`config.mk`:
```
export PLATFORM = sky130hd
export DESIGN_NAME = pipeline_ctrl
export DESIGN_NICKNAME = d
export VERILOG_FILES = /design/src/rtl/cpu_ctrl_pkg.sv /design/src/rtl/hazard_detect.sv /design/src/rtl/pipeline_ctrl.sv
export SDC_FILE = /design/constraint.sdc
export NUM_CORES = 1
export LEC_CHECK = 0
export CORE_MARGIN = 3
export CORE_UTILIZATION = 30
export DETAILED_ROUTE_END_ITERATION = 12
export GPL_TIMING_DRIVEN = 1
export SLEW_MARGIN = 30
export SYNTH_ARGS = -nofsm -noshare
export SYNTH_HDL_FRONTEND = slang
export SYNTH_HIERARCHICAL = 1
export SYNTH_SLANG_ARGS = --single-unit
export TNS_END_PERCENT = 30
```
`constraint.sdc`:
```
create_clock -name clk_i -period 2.2 [get_ports clk_i]
set_input_delay 0.33 -clock clk_i [delete_from_list [all_inputs] [get_ports clk_i]]
set_output_delay 0.33 -clock clk_i [all_outputs]
set_load 0.01 [all_outputs]
```
`src/rtl/cpu_ctrl_pkg.sv`:
```
//------------------------------------------------------------------------------
// Module : cpu_ctrl_pkg
// Brief  : Shared run-control types and constants for the CPU pipeline sequencer
// Rev    : 1.0 - initial release
//------------------------------------------------------------------------------
`default_nettype none

package cpu_ctrl_pkg;

  typedef enum logic [1:0] {
    ST_IDLE  = 2'd0,
    ST_RUN   = 2'd1,
    ST_DRAIN = 2'd2,
    ST_HALT  = 2'd3
  } ctrl_state_e;

  localparam int          DEFAULT_DRAIN_CYCLES = 4;
  localparam logic [31:0] NOP_INSTR            = 32'h0000_0013;

endpackage

`default_nettype wire

```
`src/rtl/hazard_detect.sv`:
```
//------------------------------------------------------------------------------
// Module : hazard_detect
// Brief  : Combinational load-use and taken-branch detection for the ID stage
// Rev    : 1.0 - initial release
//------------------------------------------------------------------------------
`default_nettype none

module hazard_detect #(
  parameter int REG_AW = 5
) (
  input  logic [REG_AW-1:0] id_rs1,
  input  logic [REG_AW-1:0] id_rs2,
  input  logic              ex_memread,
  input  logic [REG_AW-1:0] ex_rd,
  input  logic              id_branch,
  input  logic              id_eq,
  output logic              load_use,
  output logic              taken
);

  // x0 is hardwired to zero, so a load targeting it never creates a dependency.
  assign load_use = ex_memread && (ex_rd != '0) &&
                    ((ex_rd == id_rs1) || (ex_rd == id_rs2));
  assign taken    = id_branch && id_eq;

endmodule

`default_nettype wire

```
`src/rtl/pipeline_ctrl.sv`:
```
//------------------------------------------------------------------------------
// Module : pipeline_ctrl
// Brief  : Run-control FSM, hazard stall/flush generation and statistics counters
// Rev    : 1.0 - initial release
//------------------------------------------------------------------------------
`default_nettype none

module pipeline_ctrl
  import cpu_ctrl_pkg::*;
#(
  parameter int REG_AW       = 5,
  parameter int CNT_W        = 32,
  parameter int DRAIN_CYCLES = DEFAULT_DRAIN_CYCLES
) (
  input  logic              clk_i,
  input  logic              rst_i,
  input  logic              start_i,
  input  logic [REG_AW-1:0] id_rs1_i,
  input  logic [REG_AW-1:0] id_rs2_i,
  input  logic              ex_memread_i,
  input  logic [REG_AW-1:0] ex_rd_i,
  input  logic              id_branch_i,
  input  logic              id_eq_i,
  input  logic              if_halt_i,
  output logic              pipe_en_o,
  output logic              pc_write_o,
  output logic              pc_sel_o,
  output logic              ifid_write_o,
  output logic              ifid_flush_o,
  output logic              idex_nop_o,
  output logic [1:0]        state_o,
  output logic              done_o,
  output logic [CNT_W-1:0]  cycle_cnt_o,
  output logic [CNT_W-1:0]  stall_cnt_o,
  output logic [CNT_W-1:0]  flush_cnt_o
);

  localparam int              DW       = $clog2(DRAIN_CYCLES + 1);
  localparam logic [CNT_W-1:0] CNT_MAX = '1;

  ctrl_state_e      r_state;
  logic [DW-1:0]    r_drain_cnt;
  logic [CNT_W-1:0] r_cycle_cnt;
  logic [CNT_W-1:0] r_stall_cnt;
  logic [CNT_W-1:0] r_flush_cnt;
  logic             w_load_use;
  logic             w_taken;
  logic             w_active;

  hazard_detect #(
    .REG_AW (REG_AW)
  ) u_hazard_detect (
    .id_rs1     (id_rs1_i),
    .id_rs2     (id_rs2_i),
    .ex_memread (ex_memread_i),
    .ex_rd      (ex_rd_i),
    .id_branch  (id_branch_i),
    .id_eq      (id_eq_i),
    .load_use   (w_load_use),
    .taken      (w_taken)
  );

  assign w_active = (r_state == ST_RUN) || (r_state == ST_DRAIN);

  always_comb begin
    pipe_en_o    = 1'b0;
    pc_write_o   = 1'b0;
    pc_sel_o     = 1'b0;
    ifid_write_o = 1'b0;
    ifid_flush_o = 1'b0;
    idex_nop_o   = 1'b0;
    case (r_state)
      ST_RUN: begin
        pipe_en_o = 1'b1;
        if (w_load_use) begin
          idex_nop_o = 1'b1;
        end else begin
          pc_write_o   = 1'b1;
          ifid_write_o = 1'b1;
          pc_sel_o     = w_taken;
          ifid_flush_o = w_taken;
        end
      end
      ST_DRAIN: begin
        // Fetch is frozen; IF/ID keeps loading NOPs while older work retires.
        pipe_en_o    = 1'b1;
        ifid_write_o = 1'b1;
        ifid_flush_o = 1'b1;
      end
      default: ;
    endcase
  end

  always_ff @(posedge clk_i or negedge rst_i) begin
    if (!rst_i) begin
      r_state     <= ST_IDLE;
      r_drain_cnt <= '0;
      r_cycle_cnt <= '0;
      r_stall_cnt <= '0;
      r_flush_cnt <= '0;
    end else begin
      case (r_state)
        ST_IDLE: if (start_i) r_state <= ST_RUN;
        ST_RUN: begin
          if (!w_load_use && !w_taken && if_halt_i) begin
            r_state     <= ST_DRAIN;
            r_drain_cnt <= DW'(DRAIN_CYCLES);
          end
        end
        ST_DRAIN: begin
          r_drain_cnt <= r_drain_cnt - DW'(1);
          if (r_drain_cnt == DW'(1)) r_state <= ST_HALT;
        end
        default: ;
      endcase

      if (w_active && (r_cycle_cnt != CNT_MAX))
        r_cycle_cnt <= r_cycle_cnt + CNT_W'(1);
      if ((r_state == ST_RUN) && w_load_use && (r_stall_cnt != CNT_MAX))
        r_stall_cnt <= r_stall_cnt + CNT_W'(1);
      if ((r_state == ST_RUN) && !w_load_use && w_taken && (r_flush_cnt != CNT_MAX))
        r_flush_cnt <= r_flush_cnt + CNT_W'(1);
    end
  end

  assign state_o     = r_state;
  assign done_o      = (r_state == ST_HALT);
  assign cycle_cnt_o = r_cycle_cnt;
  assign stall_cnt_o = r_stall_cnt;
  assign flush_cnt_o = r_flush_cnt;

endmodule

`default_nettype wire
```
==> reports/results.tsv <==
metric	value	unit
fin_crit	2490	ps
grt_overflow	0	
io_buffers	126	
p_leak	3.60	nW
fill_cells	1526	
grt_pass1_vias	4606	
cts_tree	done	
dpl.hpwl	10400	µm
cts_buffer_depth	2	
cap_viol_max_count	0	
layout.cells.most_common	clkdlybuf4s50_1	
ys_async_sr_fraction	100	%
tightest_slew	608	ps
worst_setup_path_start_kind	input port	
finalHoldViolCount	0	
grt_first_pass_wirelength	23200	µm
die_width	137	µm
antenna_left	0	
final_core_util	47.3	%
finClkSkew	8.56	ps
pre_cts_ws	-1020	ps
end_kind	flip-flop	
violations	negative setup slack	
clkLatencyLatePin	350	ps
yosysSeqAreaShare	49.3	%
ios	127	
totalWireLength	14200	µm
initial_core_util	30.8	%
drt_iter0_markers	208	
maxSlewViolCount	0	
synth_ff_type	dfrtp_1	
vias_per_cell	4.81	
synth_top_area_cell	dfrtp_1	
synthDistinctLibCells	48	
yosys_warnings	6	
required	2480	ps
worstSetupPathType	input port to flip-flop	
worst-path-max-fanout	5	
worst_slack	-285	ps
drive_gt1_share	22.2	%
synth_edf_count	0	
rows	47	
wl_per_cell	15.2	µm
arrival	2760	ps
diodes	0	
antenna_found_initial	0	
multi_input_area	0.00277	mm²
min_path_type	input port to async pin	
regArea	0.00253	mm²
grtUsageTotal	15.4	%
core_area	0.0166	mm²
cts_inserted_buffers	9	
synth.avg_cell_area	10.3	µm²
cts.sinks	101	
p_per_area	453	mW/mm²
ys_ff_latch	101	
synth_top_area_share	49.3	%
syn-cell-area	0.00513	mm²
max_freq	402	MHz
path_clk_slew	70	ps
irDropWorstVdd	0.000337	V
syn_inst	500	
place_congestion	0.806	
relSlewSlack	59.1	%
syn_to_final_growth	53.7	%
layout.nets	744	
grt_max_degree	102	
setup_viol	20	
reg2reg_setup_slack	-160	ps
dr.pass1.iters	4	
vias	4511	
ctsHoldBuffers	0	
synth_area_leaders	dfrtp_1 (49%), xnor2_1 (9.4%), xor2_1 (6.8%)	
rsz0062_at_grt	yes	
synth_nets	532	
final_cell_mix	clkdlybuf4s50_1 (104), dfrtp_1 (101), buf_4 (73)	
root_buffer	clkbuf_16	
fin_crit_sh	113	%
die_area	0.0187	mm²
drc_errors	0	
status	complete, but fails checks	
ctsHtreeMaxLevel	3	
dieHeight	137	µm
==> synth_stat cells, types with 3 or more instances <==
cell and count:
o21a_1 3, xnor2_1 55, and4_1 5, nand4_1 35, nor4_1 8, dfrtp_1 101
xor2_1 40, and3_1 11, or2_2 4, or3_1 9, nor3_1 26, a21oi_1 9
nand2_1 37, o21ai_0 6, and2_1 3, inv_1 20, or4_1 3, nand3_1 32
nor2_1 36, nand4b_1 3, clkbuf_1 6, ha_1 10
==> sequential cells by signal (all words and copies together), names as in the netlist <==
register     flops
cycle_cnt_o     32
flush_cnt_o     32
stall_cnt_o     32
r_drain_cnt      3
state_o          2
==> logic make-up after synthesis <==
family	count (synthesis)	synth area share (%)
xor gates and xnor gates	95	16.2
DFF	101	49.3
muxes	6	1.27
and+or+nand+nor	229	24.6
adders and majority gates	10	2.44
buffers and inverters	30	2.54
AOI/OAI and AO/OA	29	3.59
==> cell type report <==
type,count,area share (%)
clock buffer,11,2.95
clock inverter,5,0.747
inverter,20,1.02
multi-input combinational,369,35.1
sequential,101,32.1
tap,220,3.49
timing repair buffer,211,24.6
==> worst paths after layout <==
kind | from | endpoint | cells after the start
setup / recovery | ex_rd_i[3] | flush_cnt_o[31] | 12
hold / removal | rst_i | stall_cnt_o[29] | 2
setup reg to reg | state_o[1] | flush_cnt_o[31] | 10
hold reg to reg | r_drain_cnt[1] | r_drain_cnt[1] | 2
max in group asynchronous | rst_i | cycle_cnt_o[21] | 2
min in group clk_i | r_drain_cnt[1] | r_drain_cnt[1] | 2
==> metal layers <==
layer	vias to the layer above	GRT usage [%]	routed length, µm
met2	106	23.9	6670
met1	2217	21.4	6630
li1	2176	-	-
met5	-	0	0
met3	12	4.19	768
met4	0	3.86	158
==> stage by stage <==
| step | std cells | total power, mW | cell area (µm²) | hold slack (ps) | TNS [ps] |
|---|---|---|---|---|---|
| 2_1_floorplan | 500 | 1.91 | 5160 | 34.4 | -5790 |
| 3_3_place_gp | 913 | 2.00 | 7210 | 438 | -39230 |
| 3_5_place_dp | 913 | 2.01 | 7210 | 442 | -42330 |
| 4_1_cts | 933 | 3.61 | 7670 | 65.4 | -4910 |
| 5_1_grt | 937 | 3.71 | 7880 | 92.5 | -5580 |
| 6_report | 937 | 3.57 | 7880 | 46.0 | -3410 |
==> power by group <==
| part | internal, mW | switching [mW] | leakage [nW] |
|---|---|---|---|
| sequential | 1.86 | 0 | 1.38 |
| combinational | 0.0503 | 0.0606 | 2.08 |
| clock | 0.886 | 0.714 | 0.136 |
| total | 2.79 | 0.775 | 3.60 |
==> repair_timing <==
action	in CTS	in global routing
resized for setup	65	53
endpoints found under the setup margin	59	59
pin swaps	25	22
buffers inserted	4	4
==> worst max-delay path, stage by stage <==
cell and delay (ps):
buf_6 100, or4_4 520, o21ai_2 140, a21oi_2 50
nand3b_1 170, buf_6 140, or4_4 530, a41o_4 280
buf_6 120, buf_6 110, nor3_4 120, xor2_1 150
Power figures use the tool's default switching activity.
